**config.mk**
```make
export PLATFORM = sky130hd
export DESIGN_NAME = ns_gnrl_arb_mux
export DESIGN_NICKNAME = d
export VERILOG_FILES = /design/src/rtl/ns_gnrl_arb_pkg.sv /design/src/rtl/ns_gnrl_arb_mux_skid1.sv /design/src/rtl/ns_gnrl_arb_mux.sv
export SDC_FILE = /design/constraint.sdc
export NUM_CORES = 1
export LEC_CHECK = 0
export ABC_AREA = 1
export CORE_MARGIN = 10
export CORE_UTILIZATION = 54
export CTS_CLUSTER_SIZE = 12
export DETAILED_ROUTE_END_ITERATION = 16
export PLACE_DENSITY = 0.86
export SYNTH_ARGS = -nofsm -noshare
export SYNTH_HDL_FRONTEND = slang
export SYNTH_SLANG_ARGS = --single-unit
```
**constraint.sdc**
```tcl
create_clock -name clk -period 3.56 [get_ports clk]
set_input_delay 0.534 -clock clk [delete_from_list [all_inputs] [get_ports clk]]
set_output_delay 0.534 -clock clk [all_outputs]
set_load 0.03 [all_outputs]
```
**src/rtl/ns_gnrl_arb_pkg.sv**
```systemverilog
// rtl/ns_gnrl_arb_pkg.sv - shared types and grant-vector helpers for the arbiter output mux
//
// Contents:
//   arb_mux_state_e : IDLE (arbitrating) / LOCKED (a multi-beat packet owns the egress)
//   onehot0_chk     : 1 when the vector has at most one bit set
//   onehot2idx      : bit index of a one-hot vector (0 for an all-zero vector)
// Helpers take a MAX_ARBT-wide vector; callers zero-extend narrower grant vectors.
package ns_gnrl_arb_pkg;

    localparam int MAX_ARBT = 32;
    localparam int MAX_IDW  = $clog2(MAX_ARBT);

    typedef enum logic {
        IDLE   = 1'b0,
        LOCKED = 1'b1
    } arb_mux_state_e;

    function automatic logic onehot0_chk(input logic [MAX_ARBT-1:0] vec);
        return (vec & (vec - 1'b1)) == '0;
    endfunction

    // OR-ing the indices of all set bits gives the exact index for a one-hot
    // input without a priority chain; multi-hot inputs are rejected elsewhere.
    function automatic logic [MAX_IDW-1:0] onehot2idx(input logic [MAX_ARBT-1:0] vec);
        logic [MAX_IDW-1:0] idx;
        idx = '0;
        for (int i = 0; i < MAX_ARBT; i++) begin
            if (vec[i]) begin
                idx = idx | MAX_IDW'(i);
            end
        end
        return idx;
    endfunction

endpackage

```
**src/rtl/ns_gnrl_arb_mux_skid1.sv**
```systemverilog
// rtl/ns_gnrl_arb_mux_skid1.sv - one-entry data+last ingress buffer
//
// Ports:
//   clk, rst_n       : clock, asynchronous active-low reset
//   i_vld / o_rdy    : ingress handshake; o_rdy is ~o_vld (registered state only)
//   i_data, i_last   : ingress payload and end-of-packet
//   i_pop            : consumer takes the held entry this cycle
//   o_vld, o_data, o_last : held entry
// A load needs the entry empty and a pop needs it full, so the two never
// coincide; a popped source can refill on the following cycle at the earliest.
module ns_gnrl_skid1 #(
    parameter int DW = 32
) (
    input  logic          clk,
    input  logic          rst_n,
    input  logic          i_vld,
    output logic          o_rdy,
    input  logic [DW-1:0] i_data,
    input  logic          i_last,
    input  logic          i_pop,
    output logic          o_vld,
    output logic [DW-1:0] o_data,
    output logic          o_last
);

    logic          r_vld;
    logic [DW-1:0] r_data;
    logic          r_last;

    always_ff @(posedge clk or negedge rst_n) begin
        if (!rst_n) begin
            r_vld  <= 1'b0;
            r_data <= '0;
            r_last <= 1'b0;
        end else if (i_vld && !r_vld) begin
            r_vld  <= 1'b1;
            r_data <= i_data;
            r_last <= i_last;
        end else if (i_pop) begin
            r_vld  <= 1'b0;
        end
    end

    assign o_rdy  = ~r_vld;
    assign o_vld  = r_vld;
    assign o_data = r_data;
    assign o_last = r_last;

endmodule

```
**src/rtl/ns_gnrl_arb_mux.sv**
```systemverilog
// rtl/ns_gnrl_arb_mux.sv - per-source ingress buffers plus grant-consuming registered output mux
//
// Ports:
//   clk, rst_n                   : clock, asynchronous active-low reset
//   i_in_vld/o_in_rdy            : per-source ingress handshake (ARBT_NUM)
//   i_in_data, i_in_last         : per-source payload (source i at [i*DW +: DW]) and end-of-packet
//   o_req_vec, i_grt_vec         : request to / grant from the round-robin arbiter
//   o_arbt_ena                   : grant consumed this cycle (arbiter advances)
//   o_out_vld/i_out_rdy          : registered egress handshake
//   o_out_data, o_out_last, o_out_id : egress payload, end-of-packet, source index
//   o_err_grt                    : sticky grant protocol error
module ns_gnrl_arb_mux
    import ns_gnrl_arb_pkg::*;
#(
    parameter int ARBT_NUM = 4,
    parameter int DW       = 32,
    parameter int IDW      = $clog2(ARBT_NUM)
) (
    input  logic                   clk,
    input  logic                   rst_n,
    input  logic [ARBT_NUM-1:0]    i_in_vld,
    output logic [ARBT_NUM-1:0]    o_in_rdy,
    input  logic [ARBT_NUM*DW-1:0] i_in_data,
    input  logic [ARBT_NUM-1:0]    i_in_last,
    output logic [ARBT_NUM-1:0]    o_req_vec,
    input  logic [ARBT_NUM-1:0]    i_grt_vec,
    output logic                   o_arbt_ena,
    output logic                   o_out_vld,
    input  logic                   i_out_rdy,
    output logic [DW-1:0]          o_out_data,
    output logic                   o_out_last,
    output logic [IDW-1:0]         o_out_id,
    output logic                   o_err_grt
);

    logic [ARBT_NUM-1:0]         w_buf_vld;
    logic [ARBT_NUM-1:0]         w_buf_last;
    logic [ARBT_NUM-1:0][DW-1:0] w_buf_data;
    logic [ARBT_NUM-1:0]         w_pop;

    arb_mux_state_e  r_state;
    logic [IDW-1:0]  r_owner;
    logic            r_out_vld;
    logic [DW-1:0]   r_out_data;
    logic            r_out_last;
    logic [IDW-1:0]  r_out_id;
    logic            r_err_grt;

    logic [MAX_ARBT-1:0] w_grt_ext;
    logic [IDW-1:0]      w_grt_idx;
    logic [IDW-1:0]      w_sel;
    logic                w_load_ok;
    logic                w_grt_bad;
    logic                w_arbt_ena;
    logic                w_do_load;

    genvar g;
    generate
        for (g = 0; g < ARBT_NUM; g++) begin : g_buf
            ns_gnrl_skid1 #(
                .DW(DW)
            ) u_buf (
                .clk    (clk),
                .rst_n  (rst_n),
                .i_vld  (i_in_vld[g]),
                .o_rdy  (o_in_rdy[g]),
                .i_data (i_in_data[g*DW +: DW]),
                .i_last (i_in_last[g]),
                .i_pop  (w_pop[g]),
                .o_vld  (w_buf_vld[g]),
                .o_data (w_buf_data[g]),
                .o_last (w_buf_last[g])
            );
        end
    endgenerate

    assign w_grt_ext = MAX_ARBT'(i_grt_vec);
    assign w_grt_idx = IDW'(onehot2idx(w_grt_ext));
    assign w_load_ok = ~r_out_vld | i_out_rdy;

    // The grant is only meaningful while arbitrating; a multi-hot grant or a
    // grant to an empty buffer is flagged and never consumed.
    assign w_grt_bad = (r_state == IDLE) &&
                       (!onehot0_chk(w_grt_ext) || ((i_grt_vec & ~w_buf_vld) != '0));

    always_comb begin
        w_arbt_ena = 1'b0;
        w_pop      = '0;
        w_sel      = w_grt_idx;
        if (r_state == IDLE) begin
            w_arbt_ena = w_load_ok && (|i_grt_vec) && !w_grt_bad;
            if (w_arbt_ena) begin
                w_pop = i_grt_vec;
            end
        end else begin
            w_sel = r_owner;
            if (w_load_ok && w_buf_vld[r_owner]) begin
                w_pop[r_owner] = 1'b1;
            end
        end
    end

    assign w_do_load = |w_pop;

    always_ff @(posedge clk or negedge rst_n) begin
        if (!rst_n) begin
            r_state    <= IDLE;
            r_owner    <= '0;
            r_out_vld  <= 1'b0;
            r_out_data <= '0;
            r_out_last <= 1'b0;
            r_out_id   <= '0;
            r_err_grt  <= 1'b0;
        end else begin
            if (w_grt_bad) begin
                r_err_grt <= 1'b1;
            end

            // Load wins over drain so a simultaneous drain+load sustains one beat per cycle.
            if (w_do_load) begin
                r_out_vld  <= 1'b1;
                r_out_data <= w_buf_data[w_sel];
                r_out_last <= w_buf_last[w_sel];
                r_out_id   <= w_sel;
            end else if (i_out_rdy) begin
                r_out_vld  <= 1'b0;
            end

            case (r_state)
                IDLE: begin
                    if (w_arbt_ena && !w_buf_last[w_grt_idx]) begin
                        r_owner <= w_grt_idx;
                        r_state <= LOCKED;
                    end
                end
                LOCKED: begin
                    if (w_do_load && w_buf_last[r_owner]) begin
                        r_state <= IDLE;
                    end
                end
                default: r_state <= IDLE;
            endcase
        end
    end

    assign o_req_vec  = (r_state == IDLE) ? w_buf_vld : '0;
    assign o_arbt_ena = w_arbt_ena;
    assign o_out_vld  = r_out_vld;
    assign o_out_data = r_out_data;
    assign o_out_last = r_out_last;
    assign o_out_id   = r_out_id;
    assign o_err_grt  = r_err_grt;

endmodule

```
==> run_summary.xml <==
<?xml version="1.0" encoding="UTF-8"?>
<metrics>
  <group name="sta">
    <metric name="final_max_slew_viol_count" unit="">0</metric>
    <metric name="worst_skew" unit="ns">0.007521</metric>
    <metric name="final_setup_vio_count" unit="">0</metric>
    <metric name="tightestPinTransition" unit="ns">1.002</metric>
    <metric name="tns" unit="ns">0</metric>
    <metric name="max_slew_margin" unit="">0.3296</metric>
    <metric name="finalCriticalPeriod" unit="ns">3.028</metric>
    <metric name="setup_repair_after_global_routing_missed_its_margin" unit="">no</metric>
    <metric name="timing.final.hold_violations" unit="">0</metric>
    <metric name="timing.final.crit_share" unit="">0.8506</metric>
    <metric name="maxClockFrequency" unit="GHz">0.3302</metric>
    <metric name="timing.final.ws_setup" unit="ns">0.5318</metric>
  </group>
  <group name="yosys">
    <metric name="postSynthNetCount" unit="">916</metric>
    <metric name="mapped_cells" unit="">773</metric>
    <metric name="yosys-top-cells-area" unit="">sky130_fd_sc_hd__dfrtp_1 56%, sky130_fd_sc_hd__mux2_2 15%, sky130_fd_sc_hd__nand2_1 5.3%, sky130_fd_sc_hd__nor2_1 4.9%, sky130_fd_sc_hd__o21ai_0 3.5%</metric>
    <metric name="netlist-cell-type-count" unit="">30</metric>
    <metric name="synth_flop_cell" unit="">sky130_fd_sc_hd__dfrtp_1</metric>
    <metric name="synth_area_leader_cell" unit="">sky130_fd_sc_hd__dfrtp_1</metric>
    <metric name="synth_seq_cells" unit="">176</metric>
    <metric name="post_synth_instance_area" unit="mm²">0.007861</metric>
    <metric name="synth_area_per_cell" unit="µm²">10.17</metric>
    <metric name="async_reset_ff_frac" unit="">1.000</metric>
    <metric name="post-synth-top-area-fraction" unit="">0.5602</metric>
    <metric name="synth-edff-count" unit="">0</metric>
    <metric name="number_of_warning_messages_in_the_yosys_log" unit="">0</metric>
    <metric name="seq_area_frac_synth" unit="">0.5602</metric>
  </group>
  <group name="floorplanning">
    <metric name="die_area" unit="mm²">0.01978</metric>
    <metric name="die_w" unit="µm">140.7</metric>
    <metric name="placement_rows" unit="">44</metric>
    <metric name="top_level_port_count" unit="">189</metric>
    <metric name="core" unit="mm²">0.01442</metric>
    <metric name="dieHeight" unit="µm">140.7</metric>
    <metric name="floorplan.initialDensity" unit="">0.5450</metric>
  </group>
  <group name="critical_path">
    <metric name="worst_path_largest_cell_delay" unit="ns">0.72</metric>
    <metric name="rr_endpoint" unit="">o_out_data[5]$_DFFE_PN0P_</metric>
    <metric name="critPathSlowestCell" unit="">sky130_fd_sc_hd__clkdlybuf4s50_1</metric>
    <metric name="worstPathCellList" unit="">clkdlybuf4s50_1, nor2_2, nor2_1, a21oi_2, nand2_1, nor3_2, clkdlybuf4s50_1</metric>
    <metric name="crit_cells" unit="">7</metric>
    <metric name="timing.critical_path.fanout_max" unit="">5</metric>
    <metric name="critPathKind" unit="">in2out</metric>
    <metric name="worst-r2r-cell-count" unit="">7</metric>
    <metric name="setup.worst_path.end_class" unit="">primary output</metric>
    <metric name="reg2reg_from" unit="">r_state$_DFF_PN0_</metric>
    <metric name="crit_path_start_kind" unit="">input pin</metric>
    <metric name="cp.required" unit="ns">3.03</metric>
    <metric name="cp.arrival" unit="ns">2.49</metric>
    <metric name="slack_of_the_worst_reg_to_reg_path" unit="ns">1.13</metric>
    <metric name="top_cell_by_count_worst_path" unit="">sky130_fd_sc_hd__clkdlybuf4s50_1</metric>
    <metric name="critPathBufInv" unit="">2</metric>
    <metric name="worst_path_dominant_cell_family" unit="">buffers and inverters</metric>
  </group>
  <group name="cts">
    <metric name="clock-root-buffer" unit="">sky130_fd_sc_hd__clkbuf_16</metric>
    <metric name="cts_inserted_buffers" unit="">17</metric>
    <metric name="cts-resized-gates" unit="">0</metric>
    <metric name="clk_slew_on_worst_s_h_paths" unit="ns">0.06</metric>
    <metric name="cts_hold_repair_buffers" unit="">0</metric>
    <metric name="cts_htree_levels" unit="">4</metric>
    <metric name="postCtsSetupRepairBufs" unit="">0</metric>
    <metric name="max-clock-path-buffers" unit="">2</metric>
    <metric name="clk-insertion-delay-late" unit="ns">0.42</metric>
    <metric name="cts_tree" unit="">done</metric>
    <metric name="tritoncts_num_sinks" unit="">176</metric>
  </group>
  <group name="global_route">
    <metric name="track_usage" unit="">0.2101</metric>
    <metric name="grt_max_degree" unit="">95</metric>
    <metric name="first_global_vias" unit="">6304</metric>
    <metric name="globalRouteOverflowTotal" unit="">0</metric>
    <metric name="grt_pass1_wl" unit="µm">33440</metric>
    <metric name="grt_antenna_before_repair" unit="">0</metric>
  </group>
  <group name="drt">
    <metric name="detail-route-antenna-nets" unit="">0</metric>
    <metric name="post-route-drc-count" unit="">0</metric>
    <metric name="post_drt_wl_per_cell" unit="µm">18.43</metric>
    <metric name="detail_route.vias_per_cell" unit="">5.384</metric>
    <metric name="num_vias" unit="">6111</metric>
    <metric name="drt_pre_antenna_iters" unit="">5</metric>
    <metric name="drt_iter0_drc" unit="">432</metric>
    <metric name="route.final.wire_length" unit="µm">20920</metric>
  </group>
  <group name="status">
    <metric name="run_status" unit="">finished clean</metric>
  </group>
  <group name="placed_design">
    <metric name="global_placer_s_final_weighted_congestion" unit="">0.9221</metric>
    <metric name="dpl.cell_count" unit="">1103</metric>
    <metric name="number_of_i_o_port_buffers" unit="">188</metric>
    <metric name="pre_cts_slack" unit="ns">0.5567</metric>
    <metric name="place_hpwl" unit="µm">14030</metric>
  </group>
  <group name="finish">
    <metric name="diodes" unit="">0</metric>
    <metric name="layout-drive-gt1-share" unit="">0.1735</metric>
    <metric name="fillerInstances" unit="">1041</metric>
    <metric name="final_cells" unit="">1135</metric>
    <metric name="finalCoreUtilization" unit="">0.7183</metric>
    <metric name="syn2layout_area_growth" unit="%">31.78</metric>
    <metric name="final_nets" unit="">1081</metric>
  </group>
  <group name="pwr">
    <metric name="cellLeakagePower" unit="nW">4.645</metric>
    <metric name="cellPowerDensity" unit="mW/mm²">903.1</metric>
    <metric name="peakVddDrop" unit="mV">0.4464</metric>
  </group>
  <group name="min_path">
    <metric name="hp-class" unit="">in2async</metric>
  </group>
  <group name="job">
    <metric name="cap_violations" unit="">0</metric>
  </group>
</metrics>
cell usage after synthesis (all sizes together) (5+ instances only):
cell type,n
o31ai,8
buf,31
nand3,5
dfrtp,176
o21ai,71
clkbuf,17
inv,40
nor3,26
a21oi,55
o21a,8
nor2,109
mux2,106
nand2,113
nand4,5
where the power goes:
part	switching, W	internal [W]
clock	0.000771	0.000905
combinational	0.00239	0.00178
sequential	0.000517	0.00300
total	0.00368	0.00568
kinds of logic (layout without fill, tap and decap cells):
logic type,Yosys count,after routing,synth area share
DFF,176,176,0.5602
and+or+nand+nor,259,259,0.1364
muxes,106,106,0.1518
buffers and inverters,88,266,0.05316
AOI/OAI and AO/OA,144,144,0.09836
how the worst max path moves through the flow:
| stage | from | endpoint | slack [ns] |
|---|---|---|---|
| CTS | i_grt_vec[3] | o_arbt_ena | 0.55 |
| global route | i_grt_vec[3] | o_arbt_ena | 0.41 |
| global placement | i_grt_vec[3] | o_arbt_ena | 0.62 |
| finish | i_grt_vec[3] | o_arbt_ena | 0.53 |
| detailed placement | i_grt_vec[3] | o_arbt_ena | 0.56 |
| floorplan | i_grt_vec[2] | o_arbt_ena | 1.61 |
per-layer routing:
layer / part of all wire / vias up / GRT usage / routed length, µm
li1: - / 2907 / - / -
met1: 0.41 / 2978 / 0.2591 / 8607
met2: 0.52 / 205 / 0.3581 / 10810
met3: 0.058 / 21 / 0.04837 / 1218
met4: 0.014 / 0 / 0.06413 / 285
met5: 0 / - / 0 / 0
layout by cell type (no fill, tap or decap), types with 4 or more instances in the layout:
cell,n
sky130_fd_sc_hd__clkdlybuf4s50_1,187
sky130_fd_sc_hd__dfrtp_1,176
sky130_fd_sc_hd__nand2_1,108
sky130_fd_sc_hd__mux2_2,106
sky130_fd_sc_hd__nor2_1,103
sky130_fd_sc_hd__o21ai_0,55
sky130_fd_sc_hd__a21oi_1,54
sky130_fd_sc_hd__inv_1,35
sky130_fd_sc_hd__nor3_1,25
sky130_fd_sc_hd__clkbuf_16,17
sky130_fd_sc_hd__o21ai_1,14
sky130_fd_sc_hd__o21a_1,8
sky130_fd_sc_hd__o31ai_1,8
sky130_fd_sc_hd__clkinv_2,6
sky130_fd_sc_hd__nand4_1,5
sky130_fd_sc_hd__nand3_1,5
sky130_fd_sc_hd__nor2_2,4
sky130_fd_sc_hd__nand2_2,4
sky130_fd_sc_hd__clkinvlp_4,4
sky130_fd_sc_hd__clkinv_4,4
through the flow:
step | instance area, µm² | power (W) | hold slack, ns
final | 10360 | 0.009356 | 0.1813
after global routing | 10360 | 0.009994 | 0.2508
after CTS | 10360 | 0.009417 | 0.2127
after detailed placement | 9826 | 0.007717 | 0.4504
after global placement | 9826 | 0.007542 | 0.4533
after floorplan | 7861 | 0.006372 | 0.2384
final cells by class:
class                           count  area, µm²  area share
Clock buffer                       18      439.2     0.04239
Clock inverter                     14      95.09    0.009179
Inverter                           40      157.7     0.01522
Multi-Input combinational cell    509       3068      0.2961
Sequential cell                   176       4404      0.4251
Tap cell                          184      230.2     0.02222
Timing Repair Buffer              194       1966      0.1897
state kept, by name, indices dropped and copies added (netlist names):
signal and count:
g_buf.u_buf.o_data 128, g_buf.u_buf.o_vld 4, o_out_id 2, o_out_data 32
g_buf.u_buf.o_last 4, r_owner 2, r_state 1, o_out_last 1
o_out_vld 1, o_err_grt 1
No activity file was read; power rests on OpenSTA's default activity.
